File: src/rtl/icache_pkg.sv
// icache_pkg
//  Shared types and constants for the direct-mapped instruction cache.
//  - word_t          : 32-bit machine word
//  - icachef_t       : {tag, idx, bytoff} overlay of a fetch address (ICACHE_SETS frames)
//  - icache_frame_t  : one cache frame {valid, tag, data}
//  - icache_state_t  : fill controller states {IDLE, FILL}
//  Optional feature macro used by icache: ICACHE_STATS_EN (hit/miss counters).
package icache_pkg;

   typedef logic [31:0] word_t;

   localparam int ICACHE_SETS  = 16;
   localparam int ICACHE_IDX_W = $clog2(ICACHE_SETS);
   localparam int ICACHE_TAG_W = 30 - ICACHE_IDX_W;

   typedef struct packed {
      logic [ICACHE_TAG_W-1:0] tag;
      logic [ICACHE_IDX_W-1:0] idx;
      logic [1:0]              bytoff;
   } icachef_t;

   typedef struct packed {
      logic                    valid;
      logic [ICACHE_TAG_W-1:0] tag;
      word_t                   data;
   } icache_frame_t;

   typedef enum logic {
      IDLE,
      FILL
   } icache_state_t;

endpackage

File: src/rtl/icache_if.sv
// icache_if
//  Fetch-side and fill-side signals of the instruction cache.
//  Datapath request : imemREN, imemaddr  -> ihit, imemload
//  Memory fill      : iREN, iaddr        -> iwait, iload
//  slave  : the cache (responds to fetches, issues fills)
//  master : the environment around it (datapath fetch stage + memory controller)
interface icache_if;
   import icache_pkg::*;

   logic  imemREN;
   word_t imemaddr;
   logic  ihit;
   word_t imemload;
   logic  iREN;
   word_t iaddr;
   logic  iwait;
   word_t iload;

   modport slave (
      input  imemREN, imemaddr, iwait, iload,
      output ihit, imemload, iREN, iaddr
   );

   modport master (
      output imemREN, imemaddr, iwait, iload,
      input  ihit, imemload, iREN, iaddr
   );

endinterface

File: src/rtl/icache.sv
// icache
//  Direct-mapped, one-word-per-block instruction cache in flops.
//  A hit is answered combinationally in the same cycle; a miss moves to FILL, which holds
//  iREN/iaddr until the controller drops iwait, writes the frame and returns to IDLE so the
//  requestor re-hits the following cycle.
// Ports
//  CLK        clock, rising edge
//  nRST       asynchronous active-low reset
//  cif        icache_if.slave: imemREN/imemaddr in, ihit/imemload out,
//             iREN/iaddr out, iwait/iload in
//  hit_count  (ICACHE_STATS_EN only) cycles with ihit=1, wraps at 2^32
//  miss_count (ICACHE_STATS_EN only) IDLE->FILL transitions, wraps at 2^32
// Configuration macro: ICACHE_STATS_EN
module icache
   import icache_pkg::*;
#(
   parameter int SETS = ICACHE_SETS
) (
   input  logic    CLK,
   input  logic    nRST,
   icache_if.slave cif
`ifdef ICACHE_STATS_EN
   ,
   output word_t   hit_count,
   output word_t   miss_count
`endif
);

   localparam int IDX_W = $clog2(SETS);
   localparam int TAG_W = 30 - IDX_W;

   icache_state_t    state;
   word_t            miss_addr;
   logic [SETS-1:0]  valid;
   logic [TAG_W-1:0] tags [SETS];
   word_t            data [SETS];

   logic [IDX_W-1:0] req_idx, fill_idx;
   logic [TAG_W-1:0] req_tag, fill_tag;
   logic             hit, miss, fill_done;

   assign req_idx  = cif.imemaddr[IDX_W+1:2];
   assign req_tag  = cif.imemaddr[31:IDX_W+2];
   assign fill_idx = miss_addr[IDX_W+1:2];
   assign fill_tag = miss_addr[31:IDX_W+2];

   // Lookups only happen in IDLE, so ihit stays low for the whole fill.
   assign hit       = (state == IDLE) & cif.imemREN & valid[req_idx] & (tags[req_idx] == req_tag);
   assign miss      = (state == IDLE) & cif.imemREN & ~hit;
   assign fill_done = (state == FILL) & ~cif.iwait;

   assign cif.ihit     = hit;
   assign cif.imemload = hit ? data[req_idx] : '0;
   // miss_addr is cleared on leaving FILL, so it doubles as the zero-when-idle fill address.
   assign cif.iREN     = (state == FILL);
   assign cif.iaddr    = miss_addr;

   always_ff @(posedge CLK or negedge nRST) begin
      if (!nRST) begin
         state     <= IDLE;
         miss_addr <= '0;
         valid     <= '0;
      end else begin
         case (state)
            IDLE: begin
               if (miss) begin
                  state     <= FILL;
                  miss_addr <= {cif.imemaddr[31:2], 2'b00};
               end
            end
            FILL: begin
               // Completes to the latched address even if the request moved or went away.
               if (!cif.iwait) begin
                  state           <= IDLE;
                  miss_addr       <= '0;
                  valid[fill_idx] <= 1'b1;
               end
            end
            default: state <= IDLE;
         endcase
      end
   end

   // Tag/data need no reset: they are only observed through a set valid bit.
   always_ff @(posedge CLK) begin
      if (fill_done) begin
         tags[fill_idx] <= fill_tag;
         data[fill_idx] <= cif.iload;
      end
   end

`ifdef ICACHE_STATS_EN
   always_ff @(posedge CLK or negedge nRST) begin
      if (!nRST) begin
         hit_count  <= '0;
         miss_count <= '0;
      end else begin
         if (hit)  hit_count  <= hit_count + 32'd1;
         if (miss) miss_count <= miss_count + 32'd1;
      end
   end
`endif

endmodule

File: src/flat_wrapper.sv
// flat-port wrapper written by rule: the top's interface ports become plain ports
module icache_flat import icache_pkg::*;
#(
   parameter int SETS = ICACHE_SETS
)
  (CLK, nRST, cif_imemREN, cif_imemaddr, cif_iwait, cif_iload, cif_ihit, cif_imemload, cif_iREN, cif_iaddr);
  icache_if cif_i ();
  input  logic CLK;
  input  logic nRST;
  input wire logic [$bits(cif_i.imemREN)-1:0] cif_imemREN;
  input wire logic [$bits(cif_i.imemaddr)-1:0] cif_imemaddr;
  input wire logic [$bits(cif_i.iwait)-1:0] cif_iwait;
  input wire logic [$bits(cif_i.iload)-1:0] cif_iload;
  output wire logic [$bits(cif_i.ihit)-1:0] cif_ihit;
  output wire logic [$bits(cif_i.imemload)-1:0] cif_imemload;
  output wire logic [$bits(cif_i.iREN)-1:0] cif_iREN;
  output wire logic [$bits(cif_i.iaddr)-1:0] cif_iaddr;
  assign cif_i.imemREN = cif_imemREN;
  assign cif_i.imemaddr = cif_imemaddr;
  assign cif_i.iwait = cif_iwait;
  assign cif_i.iload = cif_iload;
  assign cif_ihit = cif_i.ihit;
  assign cif_imemload = cif_i.imemload;
  assign cif_iREN = cif_i.iREN;
  assign cif_iaddr = cif_i.iaddr;
  icache #(.SETS(SETS)) u_core (.CLK(CLK), .nRST(nRST), .cif(cif_i));
endmodule
File: config.mk
export PLATFORM = sky130hd
export DESIGN_NAME = icache_flat
export DESIGN_NICKNAME = d
export VERILOG_FILES = /design/src/rtl/icache_pkg.sv /design/src/rtl/icache_if.sv /design/src/rtl/icache.sv /design/src/flat_wrapper.sv
export SDC_FILE = /design/constraint.sdc
export NUM_CORES = 1
export LEC_CHECK = 0
export ABC_AREA = 1
export ABC_CLOCK_PERIOD_IN_PS = 5900
export BUFFER_PORTS_ARGS = -buffer_cell sky130_fd_sc_hd__buf_2
export CORE_ASPECT_RATIO = 1.2
export CORE_UTILIZATION = 40
export DETAILED_ROUTE_END_ITERATION = 10
export GPL_ROUTABILITY_DRIVEN = 1
export PLACE_DENSITY = 0.63
export SYNTH_ARGS = -nofsm -noshare
export SYNTH_HDL_FRONTEND = slang
export SYNTH_SLANG_ARGS = --single-unit
File: constraint.sdc
create_clock -name CLK -period 5.9 [get_ports CLK]
set_input_delay 1.475 -clock CLK [delete_from_list [all_inputs] [get_ports CLK]]
set_output_delay 1.475 -clock CLK [all_outputs]
set_load 0.005 [all_outputs]
After elaboration in Yosys (flattened, before gate mapping)
Memories as Yosys holds them, arrays and structs flattened.
Cells that the tools add are included.
{"block": "word_totals", "mem_bits_rw": 928, "reg_bits": 49, "n_memories": 2, "inputBits": 68, "out_inout_bits": 66}
{"name": "u_core.data", "words": 16, "word_bits": 32, "rd": 1, "rd_ports_with_merged_regs": 0, "write_ports": 1, "line": "icache.sv:36", "rtl": "word_t data [SETS];"}
{"name": "u_core.tags", "words": 16, "word_bits": 26, "rd": 1, "rd_ports_with_merged_regs": 0, "write_ports": 1, "line": "icache.sv:35", "rtl": "logic [TAG_W-1:0] tags [SETS];"}
{"block": "classes", "n_lt_le_gt_ge": 3, "eq_ne": 3, "bitwise_logic": 9, "reduce_logical": 3, "muxes": 13}
{"op": "$mux 32", "n": 3}
{"op": "$pmux 32 s2", "n": 1}
{"op": "$eq 26x26->1", "n": 1}
{"op": "$or 16x16->16", "n": 1}
{"op": "$lt 4x5->1 const B", "n": 2}
{"op": "$mux 1", "n": 6}
{"op": "$and 1x1->1", "n": 5}
{"op": "$bmux 1 s4", "n": 1}
{"op": "$demux 1 s4", "n": 1}
{"op": "$ge 4x1->1 const B", "n": 1}
{"op": "$reduce_and 2->1", "n": 2}
{"op": "$not 1->1", "n": 3}
{"op": "$ne 2x1->1 const B", "n": 1}
{"op": "$ne 2x2->1 const B", "n": 1}
{"op": "$pmux 1 s2", "n": 1}
{"op": "$logic_and 1x1->1", "n": 1}

Depth between registers and ports, before layout
Gate-level depths: netlist of the first run.
{"block": "logic_depth", "depth_word": 8, "depth_mapped": 21, "mapped_depth_nobuf": 18}

Least setup slack after synthesis of the first run
OpenSTA, ideal clock, no wires.
{"block": "synth_path", "path_kind": "in2reg", "start": "input cif_iwait", "end": "memory u_core.data[13][0] (netlist name), enable pin", "arrival_time_ps": 4411, "stages": 5, "path_buffers": 0, "slack_ps": 1015, "cell_sequence": "nor2_1 inv_1 nor2_1 nand2_1 nor2_1"}
{"block": "synth_between", "elab_chain_len": 4}
{"element": "start: declaration", "line": "flat_wrapper.sv:12", "rtl": "input wire logic [$bits(cif_i.iwait)-1:0] cif_iwait;"}
{"element": "$not 1->1 (no source line)"}
{"element": "$and 1x1->1", "line": "icache.sv:50", "rtl": "assign fill_done = (state == FILL) & ~cif.iwait;"}
{"element": "$mux 1", "line": "icache.sv:86", "rtl": "if (fill_done) begin"}
{"element": "$mux 1 (not written as such)", "line": "icache.sv:88", "rtl": "data[fill_idx] <= cif.iload;"}
{"element": "end: declaration", "line": "icache.sv:36"}
Every way passes these cells.

Worst setup path in the final report of the first run
{"block": "layout_path", "start": "input cif_imemaddr[3]", "end": "output cif_imemload[31]"}
{"block": "layout_between", "elab_chain_len": 5, "elab_cells_between_ends": 8, "cone_classes": "eq/ne: 1; mux: 3; bitwise: 2; memory: 2"}
{"element": "start: declaration", "line": "flat_wrapper.sv:11", "rtl": "input wire logic [$bits(cif_i.imemaddr)-1:0] cif_imemaddr;"}
{"element": "branches (longest 4 deep; another with $mem_v2 16x26)"}
{"element": "$mux 32 *", "line": "icache.sv:53", "rtl": "assign cif.imemload = hit ? data[req_idx] : '0;"}
{"element": "end: declaration", "line": "flat_wrapper.sv:15", "rtl": "output wire logic [$bits(cif_i.imemload)-1:0] cif_imemload;"}
Every way passes the cells marked *. The select of a mux whose other input is x is not followed.

==> report_table.html, run 1 <==
<table>
<tr><th>Metric</th><th>Value</th></tr>
<tr><th colspan="2">Synth</th></tr>
<tr><td>Primary FF master, synth</td><td>sky130_fd_sc_hd__edfxtp_1</td></tr>
<tr><td>Number of synthesized flops with an enable pin</td><td>between 900 and 1000</td></tr>
<tr><td>Cell area after synthesis</td><td>39680 µm²</td></tr>
<tr><td>Yosys top cell area share</td><td>70.23%</td></tr>
<tr><td>Cell with the most instances after synthesis</td><td>sky130_fd_sc_hd__edfxtp_1</td></tr>
<tr><td>Share of synthesized cell area in and, or, nand and nor gates</td><td>14.32%</td></tr>
<tr><td>Share of flip-flops with an asynchronous set or reset</td><td>4.821%</td></tr>
<tr><td>Post-synth top cells</td><td>928 x sky130_fd_sc_hd__edfxtp_1, 856 x sky130_fd_sc_hd__nand2_1, 331 x sky130_fd_sc_hd__nand3_1</td></tr>
<tr><td>Yosys warning total</td><td>0</td></tr>
<tr><td>Register area share after synthesis</td><td>between 70% and 80%</td></tr>
<tr><td>Synthesis-stage register bit count</td><td>between 900 and 1000</td></tr>
<tr><td>Number of distinct standard cells referenced by the synthesized netlist</td><td>28</td></tr>
<tr><td>Number of instances in the synthesized netlist</td><td>3291</td></tr>
<tr><td>Leading area contributor after synthesis</td><td>sky130_fd_sc_hd__edfxtp_1</td></tr>
<tr><td>Synth Area in Compound Gates</td><td>8.183%</td></tr>
<tr><td>Post-synthesis mux area share</td><td>0%</td></tr>
<tr><td>Average cell area after synthesis</td><td>around 12 µm²</td></tr>
<tr><td>Post-Synth XOR/XNOR Area</td><td>0%</td></tr>
<tr><td>Dominant combinational cell family by area after synthesis</td><td>simple AND/OR/NAND/NOR gates</td></tr>
<tr><td>Leading post-synthesis cells by cell area</td><td>sky130_fd_sc_hd__edfxtp_1 70%, sky130_fd_sc_hd__nand2_1 8.1%, sky130_fd_sc_hd__nand3_1 4.2%</td></tr>
<tr><td>Adder and majority cell fraction of the synthesized area</td><td>0%</td></tr>
<tr><th colspan="2">CTS</th></tr>
<tr><td>Number of buffers added to fix hold violations after cts</td><td>0</td></tr>
<tr><td>Clock tree root driver cell</td><td>sky130_fd_sc_hd__clkbuf_16</td></tr>
<tr><td>Number of levels in the clock H-tree</td><td>3</td></tr>
<tr><td>CTS tree</td><td>done</td></tr>
<tr><td>Largest buffer count on any clock path</td><td>3</td></tr>
<tr><td>Skew-Pair Late Insertion Delay</td><td>0.68 ns</td></tr>
<tr><td>Number of buffers inserted by post-CTS setup repair</td><td>0</td></tr>
<tr><td>Cts bufs inserted</td><td>101</td></tr>
<tr><td>Number of sinks on the clock net</td><td>975</td></tr>
<tr><td>Count of cells resized by post-cts repair</td><td>0</td></tr>
<tr><td>Clock transition at the register clock pins on the worst setup and hold paths after CTS</td><td>about 0.06 ns</td></tr>
<tr><th colspan="2">Floorplanning</th></tr>
<tr><td>Total Die Area</td><td>100500 µm²</td></tr>
<tr><td>Number of I/O pins</td><td>134</td></tr>
<tr><td>Overall die height</td><td>347.0 µm</td></tr>
<tr><td>Site Rows</td><td>126</td></tr>
<tr><td>Initial standard-cell utilization of the core</td><td>40.33%</td></tr>
<tr><td>Floorplan Core Area</td><td>98370 µm²</td></tr>
<tr><td>Die span in x</td><td>289.5 µm</td></tr>
<tr><th colspan="2">Setup path</th></tr>
<tr><td>FF-to-FF path depth</td><td>5</td></tr>
<tr><td>Data arrival time at the worst-slack endpoint</td><td>4.13 ns</td></tr>
<tr><td>Crit-path max FO</td><td>47</td></tr>
<tr><td>Critical path type</td><td>primary input to output port</td></tr>
<tr><td>Startpoint Class</td><td>primary input</td></tr>
<tr><td>Required time of the critical path</td><td>4.43 ns</td></tr>
<tr><td>Crit path capture type</td><td>output port</td></tr>
<tr><th colspan="2">STA</th></tr>
<tr><td>Transition time of the tightest slew-check pin</td><td>1.048 ns</td></tr>
<tr><td>Total negative setup slack</td><td>0 ns</td></tr>
<tr><td>Timing-limited maximum frequency</td><td>178.4 MHz</td></tr>
<tr><td>Final hold violation count</td><td>0</td></tr>
<tr><td>Worst slew margin</td><td>29.99%</td></tr>
<tr><td>Final period demand of the worst path</td><td>5.606 ns</td></tr>
<tr><td>Final Slew Violations</td><td>0</td></tr>
<tr><td>Fin worst setup slack</td><td>around 0.3 ns</td></tr>
<tr><td># setup viols final</td><td>0</td></tr>
<tr><td>Final clock period utilization by the worst path</td><td>95.02%</td></tr>
<tr><td>Worst hold margin</td><td>0.4602 ns</td></tr>
<tr><td>Setup repair after global routing missed its margin</td><td>no</td></tr>
<tr><td>Largest clock skew in the final design</td><td>0.02404 ns</td></tr>
<tr><th colspan="2">Final layout</th></tr>
<tr><td>Count of fill cells added during filler insertion</td><td>8906</td></tr>
<tr><td>Synthesis-to-finish area growth</td><td>14.51%</td></tr>
<tr><td>Post-route cell area</td><td>45430 µm²</td></tr>
<tr><td>Fraction of final layout cells sized beyond drive strength 1</td><td>11.52%</td></tr>
<tr><td>Final net count</td><td>around 3500</td></tr>
<tr><th colspan="2">Global route</th></tr>
<tr><td>Overall fraction of global-route tracks in use</td><td>20.98%</td></tr>
<tr><td>Wire length of the first global-routing pass</td><td>about 160 mm</td></tr>
<tr><td>GR Overflow Total</td><td>0</td></tr>
<tr><td>Number of antenna violations at the first check in global routing</td><td>9</td></tr>
<tr><td>Via count of the first global-routing pass</td><td>24780</td></tr>
<tr><td>Maximum number of pins on one net before global-route repair</td><td>133</td></tr>
<tr><th colspan="2">Place</th></tr>
<tr><td>Global placement routability congestion</td><td>0.8655</td></tr>
<tr><td>Placement Cell Area</td><td>42140 µm²</td></tr>
<tr><td>Setup Slack @ Placement</td><td>~0.29 ns</td></tr>
<tr><td>Hpwl dp</td><td>55.30 mm</td></tr>
<tr><td># port buffers</td><td>129</td></tr>
<tr><th colspan="2">Routing</th></tr>
<tr><td>Vias</td><td>26010</td></tr>
<tr><td>Final Routed Wirelength</td><td>105.9 mm</td></tr>
<tr><td>Drt initial violations</td><td>2642</td></tr>
<tr><td>Remaining number of nets flagged by the antenna check after routing</td><td>0</td></tr>
<tr><td>Post-detailed-route via-to-cell ratio</td><td>5.453</td></tr>
<tr><td>Detailed-routing iteration count for the pre-antenna-repair pass</td><td>8</td></tr>
<tr><td>Detailed-route DRC error count</td><td>0</td></tr>
<tr><td>Detailed-route wire length per cell</td><td>22.20 µm</td></tr>
<tr><th colspan="2">Hold path</th></tr>
<tr><td>Hold Path Class</td><td>flip-flop to flip-flop</td></tr>
<tr><td>Hold Crit Depth</td><td>1</td></tr>
<tr><th colspan="2">Outcome</th></tr>
<tr><td>Result of the run</td><td>completed</td></tr>
<tr><th colspan="2">Power</th></tr>
<tr><td>Total design power</td><td>0.01545 W</td></tr>
<tr><td>Leakage dissipation</td><td>approximately 17 nW</td></tr>
<tr><td>Worst vdd ir</td><td>0.2459 mV</td></tr>
<tr><td>Total power density per cell area</td><td>roughly 340 nW/µm²</td></tr>
<tr><th colspan="2">Run</th></tr>
<tr><td>Count of max-cap constraint violations</td><td>0</td></tr>
</table>
layout by cell type, fill, tap and decap left out, drive strengths merged, types with 8 or more instances in the layout:
master,count
a21oi,244
a221oi,101
a311o,27
buf,220
bufinv,9
clkbuf,126
clkinv,44
clkinvlp,8
dfrtp,47
edfxtp,928
inv,203
nand2,857
nand3,331
nor2,177
o211ai,29
o21ai,81
o31ai,32
or2,8
metal layers:
layer | wire length, µm | vias to the layer above | GRT usage, %
li1 | - | 11960 | -
met1 | 44650 | 12930 | 28.79
met2 | 50670 | 933 | 34.14
met3 | 7779 | 175 | 3.436
met4 | 2727 | 16 | 6.240
met5 | 86 | - | 0
area by class of cell:
| class | count | area [µm²] | share of cell area (%) |
|---|---|---|---|
| Antenna cell | 1 | 2.502 | 0.005508 |
| Multi-Input combinational cell | 1904 | 9060 | 19.94 |
| Tap cell | 1280 | 1602 | 3.525 |
| Inverter | 201 | 777.0 | 1.710 |
| Timing Repair Buffer | 221 | 1660 | 3.654 |
| Clock inverter | 63 | 609.3 | 1.341 |
| Sequential cell | 975 | 29040 | 63.92 |
| Clock buffer | 125 | 2680 | 5.899 |
power breakdown:
part / switching (W) / total, W / leakage [nW] / internal (W)
logic: 0.000754 / 0.00107 / 6.26 / 0.000313
registers: 0.000198 / 0.00808 / 8.97 / 0.00788
clock network: 0.00267 / 0.00630 / 1.60 / 0.00363
worst max-delay path, stage by stage:
cell and delay, ns:
sky130_fd_sc_hd__clkbuf_8 0.22, sky130_fd_sc_hd__buf_12 0.29, sky130_fd_sc_hd__buf_4 0.33, sky130_fd_sc_hd__nand2_1 0.09
sky130_fd_sc_hd__nand3_1 0.08, sky130_fd_sc_hd__nand3_1 0.11, sky130_fd_sc_hd__nand2_1 0.10, sky130_fd_sc_hd__nand2_1 0.05
sky130_fd_sc_hd__nand2_1 0.07, sky130_fd_sc_hd__nand2_1 0.18, sky130_fd_sc_hd__inv_1 0.10, sky130_fd_sc_hd__nand4_1 0.10
sky130_fd_sc_hd__nand2b_2 0.25, sky130_fd_sc_hd__buf_12 0.21, sky130_fd_sc_hd__nor2_1 0.12, sky130_fd_sc_hd__buf_4 0.17
sky130_fd_sc_hd__buf_2 0.13
cells by family (layout without fill, tap and decap cells):
| kind of cell | after synthesis | in the layout |
|---|---|---|
| flip-flops | 975 | 975 |
| AO/OA/AOI/OAI | 515 | 515 |
| buffers and inverters | 413 | 610 |
| other | 1 | 3 |
| AND/OR/NAND/NOR | 1387 | 1387 |
flip-flops by register name, indices dropped and copies added (netlist names):
name              flops
u_core.tags         416
u_core.cif.iREN       1
u_core.cif.iaddr     30
u_core.valid         16
u_core.data         512
stage by stage:
| stage | cells | utilization, % |
|---|---|---|
| after global routing | 4769 | 46.18 |
| after detailed placement | 4581 | 42.84 |
| after CTS | 4769 | 46.18 |
| after floorplan | 3292 | - |
| final | 4770 | 46.18 |
| after global placement | 4581 | 42.84 |
worst paths after layout:
check	startpoint	to	slack, ns
min	u_core.valid[14]$_DFFE_PN0P_	u_core.valid[14]$_DFFE_PN0P_	0.46
min in group asynchronous	nRST	u_core.cif.iaddr[7]$_DFFE_PN0P_	0.94
max in group asynchronous	nRST	u_core.cif.iaddr[16]$_DFFE_PN0P_	4.48
max	cif_imemaddr[3]	cif_imemload[31]	0.29
max reg2reg	u_core.cif.iREN$_DFF_PN0_	u_core.tags[15][14]$_DFFE_PP_	2.72
min reg2reg	u_core.valid[14]$_DFFE_PN0P_	u_core.valid[14]$_DFFE_PN0P_	0.46
No activity file was read; power rests on OpenSTA's default activity.
==> inputs of run 2 (changes only) <==
- ABC_AREA: 1 -> not set
- CAP_MARGIN: not set -> 40
- PLACE_DENSITY: 0.63 -> 0.64
- REMOVE_ABC_BUFFERS: not set -> 1
==> run 2 against run 1 <==
  * The run now ends with design-rule violations, negative setup slack left
  * Critical path depth shrank 5
  * Largest power group unchanged
  * Highest routed layer unchanged
  * Count of clock-buffer cells in the layout shrank 14
  * Critical path type unchanged
  * Worst setup slack lost 0.63 ns
==> report_table.html, run 2 <==
<table>
<tr><th>Metric</th><th>Value</th></tr>
<tr><th colspan="2">Place</th></tr>
<tr><td>Placed instance count</td><td>approximately 3000</td></tr>
<tr><td>Global placement routability congestion</td><td>0.7347</td></tr>
<tr><td># port buffers</td><td>around 130</td></tr>
<tr><td>Hpwl dp</td><td>46.97 mm</td></tr>
<tr><td>Placement Cell Area</td><td>40830 µm²</td></tr>
<tr><th colspan="2">Power</th></tr>
<tr><td>Relative contribution of the clock network to total power</td><td>39.0%</td></tr>
<tr><td>Int Power</td><td>0.01152 W</td></tr>
<tr><td>Combinational power share</td><td>6.2%</td></tr>
<tr><td>Switching pwr</td><td>0.003054 W</td></tr>
<tr><td>Relative contribution of sequential cells to total power</td><td>54.8%</td></tr>
<tr><td>Total power density per cell area</td><td>about 330 nW/µm²</td></tr>
<tr><td>Leakage dissipation</td><td>14.39 nW</td></tr>
<tr><td>Switching power share of the total</td><td>20.95%</td></tr>
<tr><td>Worst vdd ir</td><td>around 0.19 mV</td></tr>
<tr><th colspan="2">CTS</th></tr>
<tr><td>Largest buffer count on any clock path</td><td>3</td></tr>
<tr><td>Clock transition at the register clock pins on the worst setup and hold paths after CTS</td><td>0.06 ns</td></tr>
<tr><td>Number of buffers added to fix hold violations after cts</td><td>0</td></tr>
<tr><td>Number of sinks on the clock net</td><td>975</td></tr>
<tr><td>Cts bufs inserted</td><td>85</td></tr>
<tr><td>Number of levels in the clock H-tree</td><td>3</td></tr>
<tr><td>Clock tree root driver cell</td><td>sky130_fd_sc_hd__clkbuf_16</td></tr>
<tr><td>Skew-Pair Late Insertion Delay</td><td>0.64 ns</td></tr>
<tr><td>CTS tree</td><td>done</td></tr>
<tr><th colspan="2">Floorplanning</th></tr>
<tr><td>Number of I/O pins</td><td>134</td></tr>
<tr><td>Die span in x</td><td>282.5 µm</td></tr>
<tr><td>Total Die Area</td><td>roughly 96000 µm²</td></tr>
<tr><td>Floorplan Core Area</td><td>a little over 90000 µm²</td></tr>
<tr><td>Overall die height</td><td>338.6 µm</td></tr>
<tr><td>Initial standard-cell utilization of the core</td><td>40.35%</td></tr>
<tr><td>Site Rows</td><td>123</td></tr>
<tr><th colspan="2">Global route</th></tr>
<tr><td>Maximum number of pins on one net before global-route repair</td><td>85</td></tr>
<tr><td>Via count of the first global-routing pass</td><td>between 15000 and 20000</td></tr>
<tr><td>Overall fraction of global-route tracks in use</td><td>between 10% and 20%</td></tr>
<tr><td>Number of antenna violations at the first check in global routing</td><td>8</td></tr>
<tr><td>GR Overflow Total</td><td>0</td></tr>
<tr><td>Wire length of the first global-routing pass</td><td>126.4 mm</td></tr>
<tr><th colspan="2">Routing</th></tr>
<tr><td>Vias</td><td>17590</td></tr>
<tr><td>Detailed-routing iteration count for the pre-antenna-repair pass</td><td>8</td></tr>
<tr><td>Detailed-route wire length per cell</td><td>26.78 µm</td></tr>
<tr><td>Final Routed Wirelength</td><td>around 86 mm</td></tr>
<tr><td>Remaining number of nets flagged by the antenna check after routing</td><td>0</td></tr>
<tr><td>Post-detailed-route via-to-cell ratio</td><td>about 5.5</td></tr>
<tr><td>Drt initial violations</td><td>1459</td></tr>
<tr><td>Detailed-route DRC error count</td><td>4</td></tr>
<tr><th colspan="2">Final layout</th></tr>
<tr><td>Post-route cell area</td><td>44130 µm²</td></tr>
<tr><td>Most common cell after layout, fill and taps aside</td><td>sky130_fd_sc_hd__edfxtp_1</td></tr>
<tr><td>Final cell utilization of the core</td><td>47.17%</td></tr>
<tr><td>Synthesis-to-finish area growth</td><td>16.89%</td></tr>
<tr><td>Most used cells in the layout excluding fill and tap cells</td><td>928 x sky130_fd_sc_hd__edfxtp_1, 277 x sky130_fd_sc_hd__mux4_2, 125 x sky130_fd_sc_hd__buf_2</td></tr>
<tr><td>Count of non-filler cells in the finished layout</td><td>3218</td></tr>
<tr><td>Register ranked first by flip-flop count</td><td>u_core.data</td></tr>
<tr><td>Count of fill cells added during filler insertion</td><td>7715</td></tr>
<tr><td>Fraction of final layout cells sized beyond drive strength 1</td><td>36.53%</td></tr>
<tr><td>Final net count</td><td>1958</td></tr>
<tr><td>Number of flip-flops in the largest register</td><td>around 510</td></tr>
<tr><th colspan="2">STA</th></tr>
<tr><td>Final period demand of the worst path</td><td>~6.2 ns</td></tr>
<tr><td>Final clock period utilization by the worst path</td><td>105.7%</td></tr>
<tr><td>Final hold violation count</td><td>0</td></tr>
<tr><td>Setup repair after global routing missed its margin</td><td>yes</td></tr>
<tr><td>Fin worst setup slack</td><td>-0.3364 ns</td></tr>
<tr><td>Transition time of the tightest slew-check pin</td><td>0.7954 ns</td></tr>
<tr><td>Final Slew Violations</td><td>0</td></tr>
<tr><td>Timing-limited maximum frequency</td><td>160.3 MHz</td></tr>
<tr><td>Worst slew margin</td><td>between 40 and 50%</td></tr>
<tr><td># setup viols final</td><td>33</td></tr>
<tr><td>Largest clock skew in the final design</td><td>0.02431 ns</td></tr>
<tr><th colspan="2">Synth</th></tr>
<tr><td>Register area share after synthesis</td><td>76.92%</td></tr>
<tr><td>Cell area after synthesis</td><td>~38000 µm²</td></tr>
<tr><td>Number of distinct standard cells referenced by the synthesized netlist</td><td>50</td></tr>
<tr><td>Post-synthesis mux area share</td><td>18.10%</td></tr>
<tr><td>Leading area contributor after synthesis</td><td>sky130_fd_sc_hd__edfxtp_1</td></tr>
<tr><td>Leading post-synthesis cells by cell area</td><td>sky130_fd_sc_hd__edfxtp_1 74%, sky130_fd_sc_hd__mux4_2 17%, sky130_fd_sc_hd__dfrtp_1 3.1%</td></tr>
<tr><td>Number of synthesized flops with an enable pin</td><td>~930</td></tr>
<tr><td>Share of synthesized cell area in and, or, nand and nor gates</td><td>2.247%</td></tr>
<tr><td>Share of flip-flops with an asynchronous set or reset</td><td>just under 5%</td></tr>
<tr><td>Average cell area after synthesis</td><td>around 23 µm²</td></tr>
<tr><td>Primary FF master, synth</td><td>sky130_fd_sc_hd__edfxtp_1</td></tr>
<tr><td>Dominant combinational cell family by area after synthesis</td><td>multiplexers</td></tr>
<tr><td>Yosys top cell area share</td><td>73.80%</td></tr>
<tr><td>Synth Area in Compound Gates</td><td>1.213%</td></tr>
<tr><td>Adder and majority cell fraction of the synthesized area</td><td>0%</td></tr>
<tr><td>Yosys warning total</td><td>0</td></tr>
<tr><td>Cell with the most instances after synthesis</td><td>sky130_fd_sc_hd__edfxtp_1</td></tr>
<tr><td>Number of instances in the synthesized netlist</td><td>1652</td></tr>
<tr><td>Synthesis-stage register bit count</td><td>975</td></tr>
<tr><td>Post-synth top cells</td><td>928 x sky130_fd_sc_hd__edfxtp_1, 277 x sky130_fd_sc_hd__mux4_2, 47 x sky130_fd_sc_hd__dfrtp_1, 47 x sky130_fd_sc_hd__mux2i_1, 41 x sky130_fd_sc_hd__nand2_1</td></tr>
<tr><td>Post-Synth XOR/XNOR Area</td><td>less than 1%</td></tr>
<tr><th colspan="2">Run</th></tr>
<tr><td>Count of max-cap constraint violations</td><td>0</td></tr>
<tr><th colspan="2">Hold path</th></tr>
<tr><td>Hold Path Class</td><td>flip-flop to flip-flop</td></tr>
<tr><th colspan="2">Setup path</th></tr>
<tr><td>Critical path type</td><td>primary input to output port</td></tr>
<tr><td>Data arrival time at the worst-slack endpoint</td><td>4.76 ns</td></tr>
<tr><td>Startpoint Class</td><td>primary input</td></tr>
<tr><td>Crit-path max FO</td><td>7</td></tr>
<tr><td>Required time of the critical path</td><td>4.43 ns</td></tr>
<tr><td>Crit path capture type</td><td>output port</td></tr>
<tr><th colspan="2">Outcome</th></tr>
<tr><td>Violated checks</td><td>design-rule violations, negative setup slack</td></tr>
<tr><td>Result of the run</td><td>complete, but fails checks</td></tr>
</table>
-- run 2: metal layers --
layer  wire length, µm  GRT usage [%]
met2             44540          30.86
met5                13              0
met3              4603          3.198
met4              1803          5.203
met1             35220          24.63
-- run 2: worst paths after layout --
path                                                          to  slack (ns)                           from  depth (start not counted)
worst max-delay path                             cif_imemload[8]       -0.34                cif_imemaddr[2]                         12
worst min-delay path                 u_core.valid[5]$_DFFE_PN0P_        0.46    u_core.valid[5]$_DFFE_PN0P_                          1
worst max register to register  u_core.cif.iaddr[10]$_DFFE_PN0P_        2.65  u_core.tags[15][19]$_DFFE_PP_                          9
worst min register to register       u_core.valid[5]$_DFFE_PN0P_        0.46    u_core.valid[5]$_DFFE_PN0P_                          1
max in group asynchronous       u_core.cif.iaddr[25]$_DFFE_PN0P_        4.40                           nRST                          2
min in group asynchronous       u_core.cif.iaddr[27]$_DFFE_PN0P_        0.97                           nRST                          2
-- run 2: repair_timing --
action | 4_1_cts | 5_1_grt
pin swaps | 6 | 1
cloned | 5 | 1
setup endpoints to repair | 33 | 33
resized for setup | 36 | 19
buffers inserted | 3 | 0
-- run 2: power by group through the flow --
stage | Sequential, W | Clock, W | Combinational [W]
CTS | 0.00798 | 0.00579 | 0.000922
detailed placement | 0.00813 | 0 | 0.000896
finish | 0.00798 | 0.00569 | 0.000908
global placement | 0.00810 | 0 | 0.000878
global route | 0.00800 | 0.00604 | 0.000975
floorplan | 0.00809 | 0 | 0.000444
-- run 2: kinds of logic after synthesis --
family	count (synthesis)
AND/OR/NAND/NOR	160
multiplexers	335
AO/OA/AOI/OAI	71
XOR/XNOR	15
flip-flops	975
buffers and inverters	95
other	1
-- run 2: worst max-delay path, cell delays in order --
cell and delay (ns):
sky130_fd_sc_hd__buf_16 0.14, sky130_fd_sc_hd__buf_12 0.14, sky130_fd_sc_hd__mux4_2 0.50, sky130_fd_sc_hd__mux4_2 0.53, sky130_fd_sc_hd__xnor2_2 0.16, sky130_fd_sc_hd__nand4_1 0.24
sky130_fd_sc_hd__or4_1 0.57, sky130_fd_sc_hd__or3_4 0.37, sky130_fd_sc_hd__buf_12 0.17, sky130_fd_sc_hd__clkbuf_16 0.19, sky130_fd_sc_hd__nor2b_1 0.10, sky130_fd_sc_hd__buf_2 0.12
-- run 2: stage by stage --
step	setup TNS (ns)	hold WS [ns]	power, W	setup slack (ns)
CTS	-9.578	0.4646	0.01469	-0.3348
finish	-9.140	0.4617	0.01458	-0.3364
detailed placement	-27.57	0.4476	0.009027	-0.8856
global placement	-26.87	0.4454	0.008982	-0.8352
floorplan	-114.17	0.4337	0.008530	-0.6612
global route	-11.62	0.4751	0.01502	-0.3992
-- run 2: cell type report --
type / count / area, µm² / area share [%]
multi-input cells: 583 / 8571 / 19.42
clock inverters: 49 / 525.5 / 1.191
inverters: 7 / 27.53 / 0.06237
diodes: 5 / 12.51 / 0.02835
well taps: 1250 / 1564 / 3.544
flip-flops and latches: 975 / 29040 / 65.81
repair buffers: 238 / 2062 / 4.672
clock buffers: 111 / 2328 / 5.276
